--- src/rtl/fir_out_requant.sv ---
// Requantises the FIR's 32-bit signed stream to 16-bit signed samples (round half up, shift, saturate)
// behind a 2-entry skid buffer, with sticky saturation flag and saturating event counter.
//
//   state | meaning
//   EMPTY | no beat held, m_axis_tvalid low
//   ONE   | head holds one beat, input may still be accepted
//   TWO   | head and tail full, input stalled
module fir_out_requant #(
  parameter int IN_W      = 32,
  parameter int OUT_W     = 16,
  parameter int SHIFT     = 15,
  parameter int SAT_CNT_W = 16
) (
  input  logic                 clk,
  input  logic                 reset,
  input  logic                 power_enable,
  input  logic [IN_W-1:0]      s_axis_tdata,
  input  logic [3:0]           s_axis_tkeep,
  input  logic                 s_axis_tlast,
  input  logic                 s_axis_tvalid,
  output logic                 s_axis_tready,
  output logic [OUT_W-1:0]     m_axis_tdata,
  output logic [1:0]           m_axis_tkeep,
  output logic                 m_axis_tlast,
  output logic                 m_axis_tvalid,
  input  logic                 m_axis_tready,
  input  logic                 sat_clear,
  output logic                 sat_flag,
  output logic [SAT_CNT_W-1:0] sat_count
);

  typedef enum logic [1:0] {EMPTY, ONE, TWO} state_t;

  localparam int EW    = OUT_W + 3;
  localparam int MAX_I = (1 << (OUT_W - 1)) - 1;
  localparam logic signed [IN_W:0] RND   = ({{IN_W{1'b0}}, 1'b1} << SHIFT) >> 1;
  localparam logic signed [IN_W:0] MAX_V = (IN_W + 1)'(MAX_I);
  localparam logic signed [IN_W:0] MIN_V = (IN_W + 1)'(-MAX_I - 1);

  state_t               state_q, state_d;
  logic [EW-1:0]        head_q, head_d, tail_q, tail_d;
  logic                 logic_en_q;
  logic                 tready_q, tready_d;
  logic                 sat_flag_q, sat_flag_d;
  logic [SAT_CNT_W-1:0] sat_count_q, sat_count_d;

  logic signed [IN_W:0] x_ext, r_sum, y_sh;
  logic                 sat_hi, sat_lo, sat_any;
  logic [OUT_W-1:0]     q_data;
  logic [EW-1:0]        new_entry;
  logic                 push, pop;

  always_comb begin
    x_ext   = {s_axis_tdata[IN_W-1], s_axis_tdata};
    r_sum   = x_ext + RND;
    y_sh    = r_sum >>> SHIFT;
    sat_hi  = (y_sh > MAX_V);
    sat_lo  = (y_sh < MIN_V);
    sat_any = sat_hi | sat_lo;
    if (sat_hi)      q_data = {1'b0, {(OUT_W - 1){1'b1}}};
    else if (sat_lo) q_data = {1'b1, {(OUT_W - 1){1'b0}}};
    else             q_data = y_sh[OUT_W-1:0];
    new_entry = {q_data, |s_axis_tkeep[3:2], |s_axis_tkeep[1:0], s_axis_tlast};
  end

  // Ready comes only from flops so the sink's tready never reaches the FIR combinationally.
  assign s_axis_tready = tready_q & logic_en_q;
  assign push          = s_axis_tvalid & s_axis_tready;
  assign m_axis_tvalid = (state_q != EMPTY);
  assign pop           = m_axis_tvalid & m_axis_tready;

  assign m_axis_tdata  = head_q[EW-1:3];
  assign m_axis_tkeep  = head_q[2:1];
  assign m_axis_tlast  = head_q[0];
  assign sat_flag      = sat_flag_q;
  assign sat_count     = sat_count_q;

  always_comb begin
    state_d = state_q;
    head_d  = head_q;
    tail_d  = tail_q;
    case (state_q)
      EMPTY: begin
        if (push) begin
          head_d  = new_entry;
          state_d = ONE;
        end
      end
      ONE: begin
        if (push && pop) begin
          head_d = new_entry;
        end else if (push) begin
          tail_d  = new_entry;
          state_d = TWO;
        end else if (pop) begin
          state_d = EMPTY;
        end
      end
      TWO: begin
        if (pop) begin
          head_d  = tail_q;
          state_d = ONE;
        end
      end
      default: state_d = EMPTY;
    endcase
    tready_d = logic_en_q & (state_d != TWO);
  end

  // A saturating push in the same cycle as a clear restarts the stats at one event.
  always_comb begin
    sat_flag_d  = sat_flag_q;
    sat_count_d = sat_count_q;
    if (push && sat_any) begin
      sat_flag_d = 1'b1;
      if (sat_clear)         sat_count_d = SAT_CNT_W'(1);
      else if (!(&sat_count_q)) sat_count_d = sat_count_q + SAT_CNT_W'(1);
    end else if (sat_clear) begin
      sat_flag_d  = 1'b0;
      sat_count_d = '0;
    end
  end

  always_ff @(posedge clk) begin
    if (reset) begin
      state_q     <= EMPTY;
      head_q      <= '0;
      tail_q      <= '0;
      logic_en_q  <= 1'b0;
      tready_q    <= 1'b0;
      sat_flag_q  <= 1'b0;
      sat_count_q <= '0;
    end else begin
      state_q     <= state_d;
      head_q      <= head_d;
      tail_q      <= tail_d;
      logic_en_q  <= power_enable;
      tready_q    <= tready_d;
      sat_flag_q  <= sat_flag_d;
      sat_count_q <= sat_count_d;
    end
  end

endmodule

--- config.mk ---
export PLATFORM = sky130hd
export DESIGN_NAME = fir_out_requant
export DESIGN_NICKNAME = d
export VERILOG_FILES = /design/src/rtl/fir_out_requant.sv
export SDC_FILE = /design/constraint.sdc
export NUM_CORES = 1
export LEC_CHECK = 0
export BUFFER_PORTS_ARGS = -buffer_cell sky130_fd_sc_hd__buf_2
export CAP_MARGIN = 20
export CORE_MARGIN = 5
export CORE_UTILIZATION = 50
export CTS_CLUSTER_SIZE = 24
export DETAILED_ROUTE_END_ITERATION = 16
export PLACE_DENSITY = 0.83
export SLEW_MARGIN = 10
export SYNTH_ARGS = -nofsm -noshare
export SYNTH_HDL_FRONTEND = slang
export SYNTH_SLANG_ARGS = --single-unit
--- constraint.sdc ---
create_clock -name clk -period 6.03 [get_ports clk]
set_input_delay 0 -clock clk [delete_from_list [all_inputs] [get_ports clk]]
set_output_delay 0 -clock clk [all_outputs]
set_load 0.05 [all_outputs]
# Yosys cells after proc, flatten, opt, wreduce, memory -nomap -nowiden

Cells that the tools add are included.

Logic and storage cells: 54
Register bits after elaboration: 59

Bitwise logic cells: 6
Magnitude comparators: 2
Reductions and logical operators: 12
$add $sub $neg: 2
Multiplexer cells: 18
Eq/ne operators: 7

Operators with widths:

| cell                   | count |
|---|---|
| $mux 16                | 6 |
| $mux 19                | 3 |
| $pmux 19 s3            | 1 |
| $add 32x16->33 const B | 1 |
| $gt 18x16->1 const B   | 1 |
| $lt 18x16->1 const B   | 1 |
| $add 16x1->16 const B  | 1 |
| $reduce_and 16->1      | 1 |
| $mux 2                 | 5 |
| $ne 2x2->1 const B     | 5 |
| $pmux 2 s3             | 1 |
| $and 1x1->1            | 4 |
| $reduce_and 4->1       | 1 |
| $reduce_bool 2->1      | 2 |
| $reduce_or 2->1        | 2 |
| $reduce_and 3->1       | 1 |
| $reduce_bool 3->1      | 1 |
| $eq 2x1->1 const B     | 1 |
| $eq 2x2->1 const B     | 1 |
| $logic_and 1x1->1      | 2 |
| $logic_not 2->1        | 1 |
| $mux 1                 | 2 |
| $reduce_and 2->1       | 1 |
| $not 1->1              | 1 |
| $or 1x1->1             | 1 |

# Logic depth before layout (Yosys ltp)

Gate-level depths: netlist of the first run.

Word-level depth: 8
Mapped depth: 9
Gate-level depth less buffers: 8

# Worst setup path before layout of the first run

No wires, ideal clock.

Path type: flip-flop to flip-flop
Start point: register sat_count_q[1] (netlist: sat_count[1])
End point: register sat_count_q[3] (netlist: sat_count[3])
Cell stages (with the launch flop): 10
Data required time: 5.960 ns
Arrival time: 2.369 ns
Path slack: 3.590 ns
Library setup time: 0.070 ns
Buffers on the path: 1
Clock period less this slack: 2.440 ns
Cells stage by stage: dfxtp_1 > ha_1 > nand3_1 > nor3_1 > nand2_1 > o22a_1 > nand3_2 > clkbuf_1 > o21ai_0 > a21oi_1

Longest elaborated chain between the ends: 4
Elaborated cells on any way between the ends: 7
Classes of those cells: add/sub (1); eq/ne (1); mux (3); reduce/logical (2)

Ends and longest elaborated chain:

| what                   | RTL line | RTL |
|---|---|---|
| from (decl)            | 45       | `logic [SAT_CNT_W-1:0] sat_count_q, sat_count_d;` |
| from (signal assigned) | 140      | `sat_count_q <= sat_count_d;` |
| $add 16x1->16          | 117      | `else if (!(&sat_count_q)) sat_count_d = sat_count_q + SAT_CNT_W'(1);` |
| $mux 16                | 117      |  |
| $mux 16                | 116      | `if (sat_clear) sat_count_d = SAT_CNT_W'(1);` |
| $mux 16                | 114      | `if (push && sat_any) begin` |

Parallel ways exist; a longest one is shown, timed or not. The select of a mux whose other input is x is not followed.
A chain may end at the register's enable or synchronous reset.

# Worst setup path in the final report of the first run

Start point: register logic_en_q
End point: register head_q[5]

Longest elaborated chain between the ends: 5
Elaborated cells on any way between the ends: 6
Classes of those cells: eq/ne (2); bitwise (2); reduce/logical (2)

Ends and longest elaborated chain:

| what                                  | RTL line | RTL |
|---|---|---|
| from (decl)                           | 42       | `logic logic_en_q;` |
| from (signal assigned)                | 137      | `logic_en_q <= power_enable;` |
| $and 1x1->1 (*)                       | 67       | `assign s_axis_tready = tready_q & logic_en_q;` |
| $and 1x1->1 (*)                       | 68       | `assign push = s_axis_tvalid & s_axis_tready;` |
| $logic_and 1x1->1                     | 90       | `if (push && pop) begin` |
| $ne 2x2->1 (no source line)           | n/a      |  |
| $reduce_and 4->1 (no source line) (*) | n/a      |  |
| to (signal assigned)                  | 127      | `head_q <= '0;` |
| to (signal assigned)                  | 135      | `head_q <= head_d;` |
| to (decl)                             | 41       | `logic [EW-1:0] head_q, head_d, tail_q, tail_d;` |

Mark *: on every way between the ends. The rest lies on a longest branch, timed or not.

==> metrics, run 1 <==
crit path capture type flop; initial antenna violation count 0; register area share after synthesis 38.94%; Util after Layout 61.90%; gr usage total 21.09%; CP Data Required Time 6200 ps; slowest CP cell nand3_1; Slew Viols, Final 0; n_diodes 0; layout cell share with drive strength beyond 1 20.65%; synthesized area per cell 7.582 µm²; outcome finished clean; area added between synthesis and finish 20.83%; WS Path Type flop to flop; dpl hpwl 5271 µm; H-tree Lvls 3; TritonRoute pass-1 iters 5; Max-Slew Margin vs Limit 25.95%; CTS tree yes; Commonest cells post-synth nor2_1 (95), dfxtp_1 (59), nand2_1 (36); Net Sw Frac 22.74%; most frequent cell after synthesis nor2_1; Die Height 87.89 µm; VDD IR-drop max 181.1 µV; Synth top area share 38.94%; Synth cell types 44; top_reg_cell synth dfxtp_1; number of placed I/O pins 81; Worst-path clk slew 70 ps; simple logic cell fraction of the synthesized area 35.52%; Max-Cap Viols 0; Synth Cell Area 3033 µm²; Clock Latency Late Sink 330 ps; Seq pwr share 43.4%; Initial Utilization 51.23%; Post-Synth XOR/XNOR Area 4.620%; Max Clk Rate 396.8 MHz; register-to-register setup slack 3510 ps; pre-CTS setup slack 3549 ps; setup TNS 0 ps; number of flops mapped to enable cells by yosys 0; Hold Crit Class primary input to flop; vias per cell 5.715; Bufs and invs on worst path 1; WL final 7729 µm; Combinational Power Share 7.8%; Synth Area in Compound Gates 16.09%; via count 3086; drt drc 0; end of the worst register-to-register path head_q[5]; area leader, netlist dfxtp_1; Final Cycle Share 41.79%; crit path DAT 2690 ps; Detail Route Antenna Nets 0; clock buffer count from CTS 9; syn_nets 445; site row count 28; P_leak 0.001441 µW; Yosys reg bits 59; port bufs 66; internal power 701.9 µW; CP startpoint kind flop; die width 87.89 µm; Async SR Flop Fraction 0%; synthesized-area fraction occupied by adder cells 0.8251%; setup fix buffers added after clock tree synthesis 0; RSZ-0062 raised after global routing no; Synth Instances 400; top post-synthesis cells by area dfxtp_1 (39%), nor2_1 (12%), o31a_1 (4.6%); Largest delay share family, worst path simple AND/OR/NAND/NOR gates; Pwr Density 247.9 nW/µm²; largest net degree at the start of global routing 49; Worst Slack Setup Final 3510 ps; CP Cell Sequence nand3_1, nor2_1, o21ai_0, o31ai_2, buf_4, nand3_1, nor2_1, nor4_1; routability cong. 0.8833; clk sink count 59; mux cell area share after synthesis 0.3300%; Switch Pwr 206.6 µW; vias in the first global route 2918; critical path depth 8; clock share of power 48.8%; final hold viol count 0; grt ovf 0; Net count, final 505; hold_sp s_axis_tkeep[2]; hold worst-path end tail_q[2]; Iter 0 DRT Violations 215; worst-path maximum fanout 22; hold path cells 3; first-pass GRT wire length 12950 µm; Core ar. 5921 µm²; Setup Viol. Count Final 0; clk buf depth 2; reg2reg start logic_en_q; largest family of logic cells by synthesized area simple AND/OR/NAND/NOR gates; minimum clock period 2520 ps; clk_skew 9.023 ps; Synth Warn # 0; clock root buffer clkbuf_8; WL/cell 14.31 µm; worst-margin pin slew 1111 ps; R2R cell count 8; die footprint 7724 µm²; CP max stage delay 500 ps
layout by cell type (no fill, tap or decap), types with 11 or more instances in the layout:
master / instances
o31a_1: 16
nor2_1: 95
o21ai_0: 11
nand3_1: 13
nor3_1: 18
nor4_1: 16
nand2_1: 36
buf_2: 66
dfxtp_1: 59
a21oi_1: 25
layer usage:
metal	global-route usage [%]	share of wire [%]	wire, µm
met4	7.950	2.4	185
met2	35.89	49	3783
met3	5.268	6.4	498
met1	25.64	42	3261
met5	0	0	0
power by group through the flow:
stage	Combinational (µW)	Sequential, µW	Clock, µW
detailed placement	68.7	403	0
finish	70.7	395	443
floorplan	34.8	412	0
global route	78.1	395	470
CTS	70.6	395	449
global placement	67.5	403	0
worst max-delay path by stage:
stage / to / start / slack, ps
after CTS: head_q[5] / state_q[1] / 3530
after detailed placement: sat_count[14] / s_axis_tdata[14] / 3550
after floorplan: sat_count[3] / sat_count[1] / 3590
after global routing: head_q[11] / state_q[1] / 3180
after global placement: head_q[6] / s_axis_tdata[14] / 3610
final: head_q[5] / logic_en_q / 3510
what timing repair did:
item | CTS | global route
hold endpoints to repair | 4 | 0
setup endpoints to repair | 0 | 0
gates resized for setup | 0 | 0
hold buffers | 3 | 0
stage by stage:
stage	instance area (µm²)	hold WS, ps	total power (µW)	instances
global route	3665	12.36	943.3	540
finish	3665	11.88	908.5	540
global placement	3385	215.4	470.7	521
floorplan	3033	128.2	446.5	400
CTS	3665	6.222	914.5	540
detailed placement	3385	235.8	472.1	521
cell families after synthesis:
group / Yosys count
and+or+nand+nor: 223
AOI/OAI and AO/OA: 71
DFF: 59
buffers and inverters: 28
xor gates and xnor gates: 16
adders and majority gates: 2
muxes: 1
worst reg2reg max path, delay by kind of cell, from the launching register on:
kind,cells,cell delay [ps]
compound gates,2,310
simple gates,5,1420
flops,1,340
buf+inv,1,300
flip-flops by register name, summed over array words and instances, names as in the netlist:
register    cells
logic_en_q      1
tail_q         19
sat_flag        1
sat_count      16
state_q         2
head_q         19
tready_q        1
final cells by class:
type	count	area, µm²
fillers	516	2256
multi-input cells	313	1745
flip-flops and latches	59	1181
repair buffers	70	367.9
clock buffers	10	137.6
clock inverters	6	112.6
well taps	75	93.84
inverters	7	26.28
Note: power is estimated with default switching activity, not from simulation.
==> run 2: changes to the inputs <==
CORE_UTILIZATION = 47   (was 50)
PLACE_DENSITY = 0.82   (was 0.83)
clock period = 2.2 ns   (was 6.03 ns; I/O delays follow)
==> run 2 against run 1 <==
  * Global-route usage is 1.4 points lower
  * Clock skew shrank 0.65 ps
  * Clock power grew 130%
==> metrics, run 2 (synthesis gave the netlist of run 1 again) <==
WL/cell 14.20 µm (was 14.31 µm); final hold viol count 0 (unchanged); n_diodes 0 (unchanged); RSZ-0062 raised after global routing no (unchanged); CP Cell Sequence ha_1, nand3_1, nor3_2, nand2_1, o22a_1, nand3_2, or4_1, a21oi_1 (was nand3_1, nor2_1, o21ai_0, o31ai_2, buf_4, nand3_1, nor2_1, nor4_1); crit path DAT 2260 ps (was 2690 ps); port bufs 66 (unchanged); clk buf depth 2 (unchanged); routability cong. 0.8125 (was 0.8833); die width 90.33 µm (was 87.89 µm); layout cell share with drive strength beyond 1 23.86% (was 20.65%); area added between synthesis and finish 24.50% (was 20.83%); hold_sp s_axis_tkeep[0] (was s_axis_tkeep[2]); setup TNS 0 ps (unchanged); reg2reg start sat_count[0] (was logic_en_q); R2R cell count 8 (unchanged); number of placed I/O pins 81 (unchanged); clk_skew 8.371 ps (was 9.023 ps); final std cells w/o fill 559 (was 540); Max-Cap Viols 0 (unchanged); Hold WS 5.187 ps (was 11.88 ps); CP max stage delay 480 ps (was 500 ps); WS Path Type flop to flop (unchanged); site row count 29 (was 28); clock buffer count from CTS 9 (unchanged); Die Height 90.33 µm (was 87.89 µm); Detail Route Antenna Nets 0 (unchanged); Setup crit start sat_count[0] (was logic_en_q); grt ovf 0 (unchanged); P_leak 0.001504 µW (was 0.001441 µW); crit path capture type flop (unchanged); Max Clk Rate 506.3 MHz (was 396.8 MHz); Core ar. 6314 µm² (was 5921 µm²); most frequent cells in the layout nor2_1 (95), buf_2 (66), dfxtp_1 (55) (was nor2_1 (95), buf_2 (66), dfxtp_1 (59)); VDD IR-drop max 463.9 µV (was 181.1 µV); slowest CP cell or4_1 (was nand3_1); end of the worst register-to-register path sat_count[14] (was head_q[5]); worst-margin pin slew 685.5 ps (was 1111 ps); Worst-path clk slew 70 ps (about the same); worst-path maximum fanout 18 (was 22); CTS tree yes (unchanged); CP startpoint kind flop (unchanged); H-tree Lvls 3 (unchanged); Net count, final 522 (was 505); Slew Viols, Final 0 (unchanged); Max-Slew Margin vs Limit 54.19% (was 25.95%); fillcell total 589 (was 516); dpl cells 537 (was 521); initial antenna violation count 0 (unchanged); hold path cells 3 (unchanged); TritonRoute pass-1 iters 4 (was 5); vias per cell 5.576 (was 5.715); Setup Viol. Count Final 0 (unchanged); Pwr Density 609.5 nW/µm² (was 247.9 nW/µm²); vias in the first global route 2986 (was 2918); Util after Layout 59.81% (was 61.90%); clock root buffer clkbuf_8 (unchanged); most common cell after layout, fill and taps aside nor2_1 (unchanged); Initial Utilization 48.04% (was 51.23%); Hold Crit Class primary input to flop (unchanged); CP Data Required Time 2490 ps (was 6200 ps); minimum clock period 1975 ps (was 2520 ps); hold worst-path end tail_q[1] (was tail_q[2]); register-to-register setup slack 230 ps (was 3510 ps); gr usage total 19.70% (was 21.09%); dpl hpwl 5563 µm (was 5271 µm); largest net degree at the start of global routing 27 (was 49); die footprint 8160 µm² (was 7724 µm²); Final Cycle Share 89.77% (was 41.79%); drt drc 0 (unchanged); Iter 0 DRT Violations 178 (was 215); via count 3117 (was 3086); clk sink count 59 (unchanged); outcome finished clean (unchanged); Clock Latency Late Sink 350 ps (was 330 ps); WL final 7939 µm (was 7729 µm); first-pass GRT wire length 13540 µm (was 12950 µm)
run 2: critical path: cells and delay by family, from the launching register on:
family	cells	cell delay (ps)
and+or+nand+nor	5	1040
adders and majority gates	1	210
DFF	1	340
AOI/OAI and AO/OA	2	310
run 2: what timing repair did:
item / in CTS / in global routing
buffers inserted: 0 / 0
hold buffers: 6 / 0
setup endpoints to repair: 0 / 1
resized for setup: 0 / 1
hold endpoints to repair: 7 / 0
run 2: report_power, final:
part / switching (µW) / internal, µW / leakage [µW]
logic: 135 / 73.0 / 0.000928
registers: 4.51 / 1080 / 0.000478
clock network: 460 / 553 / 0.0000987
total: 600 / 1700 / 0.00150
run 2: layout make-up:
type | count | area (µm²) | area share [%]
clock buffers | 10 | 137.6 | 3.645
clock inverters | 6 | 63.81 | 1.690
inverters | 7 | 26.28 | 0.6958
multi-input cells | 313 | 1750 | 46.36
flip-flops and latches | 59 | 1186 | 31.41
well taps | 77 | 96.34 | 2.551
repair buffers | 87 | 515.5 | 13.65
run 2: stage by stage:
step,instance area [µm²],total power (µW),setup slack [ps]
2_1_floorplan,3043,1224,86.70
3_3_place_gp,3515,1299,113.8
3_5_place_dp,3515,1303,64.59
4_1_cts,3776,2313,137.8
5_1_grt,3776,2377,1.087
6_report,3776,2302,225.1
run 2: how the worst max path moves through the flow:
stage,end,slack [ps],depth (start not counted)
after floorplan,sat_count[3],90,9
after global placement,sat_count[14],110,9
after detailed placement,sat_count[14],60,8
after CTS,head_q[10],140,7
after global routing,head_q[10],1,7
final,sat_count[14],230,8
run 2: layer usage:
metal,global-route usage [%],routed length (µm),vias to the layer above
li1,-,-,1562
met1,24.52,3531,1443
met2,31.28,3702,86
met3,5.333,454,26
met4,9.801,251,0
met5,0,0,-
==> run 3: changes to the inputs <==
REMOVE_ABC_BUFFERS = 1   (was default)
==> run 3 against run 2 <==
  * Non-clock buffer count is 2 higher
  * Critical path depth fell by 3
  * Wire length grew 1.7%
  * Maximum frequency shrank 1.6%
  * Combinational power hardly changed
  * First-iteration DRC count is 46% higher
==> metrics, run 3 (synthesis gave the netlist of run 1 again) <==
via count 3139 (was 3117); n_diodes 0 (unchanged); area added between synthesis and finish 24.34% (was 24.50%); internal power 1697 µW (was 1702 µW); Die Height 90.33 µm (unchanged); WS Path Type flop to flop (unchanged); most common cell after layout, fill and taps aside nor2_1 (unchanged); layout cell share with drive strength beyond 1 23.76% (was 23.86%); CP Data Required Time 2470 ps (was 2490 ps); Net Sw Frac 24.95% (was 26.05%); Initial Utilization 48.04% (unchanged); H-tree Lvls 3 (unchanged); number of placed I/O pins 81 (unchanged); minimum clock period 2008 ps (was 1975 ps); Combinational Power Share 9.2% (was 9.0%); Iter 0 DRT Violations 260 (was 178); clk buf depth 2 (unchanged); Net count, final 524 (was 522); Util after Layout 59.73% (was 59.81%); worst-margin pin slew 706.8 ps (was 685.5 ps); slowest CP cell or4_1 (unchanged); Final Cycle Share 91.26% (was 89.77%); dpl hpwl 5676 µm (was 5563 µm); routability cong. 0.8879 (was 0.8125); TritonRoute pass-1 iters 5 (was 4); fillcell total 558 (was 589); CP Cell Sequence nand3_1, a221oi_2, nand3_2, or4_1, a21oi_1 (was ha_1, nand3_1, nor3_2, nand2_1, o22a_1, nand3_2, or4_1, a21oi_1); Seq pwr share 47.8% (was 47.0%); final hold viol count 0 (unchanged); worst-path maximum fanout 18 (unchanged); CTS tree yes (unchanged); Core ar. 6314 µm² (unchanged); vias per cell 5.595 (was 5.576); Setup Viol. Count Final 0 (unchanged); setup TNS 0 ps (unchanged); final std cells w/o fill 561 (was 559); Max-Cap Viols 0 (unchanged); clk_skew 9.523 ps (was 8.371 ps); port bufs 66 (unchanged); site row count 29 (unchanged); clock buffer count from CTS 9 (unchanged); first-pass GRT wire length 13390 µm (was 13540 µm); initial antenna violation count 0 (unchanged); WL final 8076 µm (was 7939 µm); Slew Viols, Final 0 (unchanged); crit path DAT 2280 ps (was 2260 ps); Worst-path clk slew 70 ps (about the same); Hold Crit Class primary input to flop (unchanged); die width 90.33 µm (unchanged); CP startpoint kind flop (unchanged); WL/cell 14.40 µm (was 14.20 µm); outcome finished clean (unchanged); largest net degree at the start of global routing 34 (was 27); vias in the first global route 2945 (was 2986); most frequent cells in the layout nor2_1 (94), buf_2 (66), dfxtp_1 (59) (was nor2_1 (95), buf_2 (66), dfxtp_1 (55)); Switch Pwr 564.3 µW (was 599.6 µW); gr usage total 19.60% (was 19.70%); RSZ-0062 raised after global routing no (unchanged); clock root buffer clkbuf_8 (unchanged); dpl cells 540 (was 537); clk sink count 59 (unchanged); drt drc 0 (unchanged); GR Layer Usage met2 32.26% (was 31.28%); gr busiest metal met2 (unchanged); Hold WS 19.79 ps (was 5.187 ps); Max-Slew Margin vs Limit 52.44% (was 54.19%); die footprint 8160 µm² (unchanged); P_leak 0.001507 µW (was 0.001504 µW); clock share of power 43.0% (was 44.0%); global-route met1 utilization 23.39% (was 24.52%); VDD IR-drop max 330.0 µV (was 463.9 µV); Power Total 2262 µW (was 2302 µW); Detail Route Antenna Nets 0 (unchanged); CP max stage delay 480 ps (about the same); grt ovf 0 (unchanged); grt met3 use 5.083% (was 5.333%); Clock Latency Late Sink 340 ps (was 350 ps); Max Clk Rate 498.1 MHz (was 506.3 MHz); Pwr Density 599.7 nW/µm² (was 609.5 nW/µm²); crit path capture type flop (unchanged)
==> run 3: metal layers <==
metal,part of all wire (%),wire length (µm),up-vias
met4,2.2,180,0
met5,0,0,-
met1,42,3403,1428
li1,-,-,1566
met2,49,3946,121
met3,6.7,545,24
==> run 3: metrics by stage <==
stage / setup slack [ps] / instance area, µm²
CTS: 144.3 / 3759
floorplan: -592.4 / 2948
detailed placement: 44.39 / 3515
global route: 22.12 / 3771
finish: 192.4 / 3771
global placement: 119.3 / 3515
==> run 3: worst max-delay path, delay by kind of cell (launching register included) <==
kind,cells,cell delay (ps)
simple gates,3,1070
flops,1,340
compound gates,2,510
==> run 3: worst paths after layout <==
check,startpoint,to,slack [ps],depth (start not counted)
worst max-delay path,logic_en_q,sat_count[14],190,5
worst min-delay path,sat_clear,sat_flag,20,4
worst min register to register,head_q[1],head_q[1],450,2
worst max register to register,logic_en_q,sat_count[14],190,5
==> run 3: power by group through the flow <==
| stage | registers, µW | clock network, µW | logic [µW] |
|---|---|---|---|
| after floorplan | 1130 | 0 | 82.1 |
| after global placement | 1110 | 0 | 194 |
| after detailed placement | 1110 | 0 | 198 |
| after CTS | 1080 | 990 | 207 |
| after global routing | 1080 | 1040 | 227 |
| final | 1080 | 971 | 209 |
==> run 3: final cells by class <==
| cell class | count | area, µm² | share of cell area [%] |
|---|---|---|---|
| Multi-Input combinational cell | 313 | 1754 | 46.52 |
| Timing Repair Buffer | 89 | 519.2 | 13.77 |
| Inverter | 7 | 26.28 | 0.6967 |
| Tap cell | 77 | 96.34 | 2.555 |
| Sequential cell | 59 | 1181 | 31.32 |
| Clock buffer | 11 | 141.4 | 3.749 |
| Clock inverter | 5 | 52.55 | 1.393 |
==> run 3: what timing repair did <==
item,in CTS,in global routing
setup endpoints to repair,0,10
hold buffers,5,0
gates resized for setup,0,5
hold endpoints to repair,6,0
setup buffers,0,0
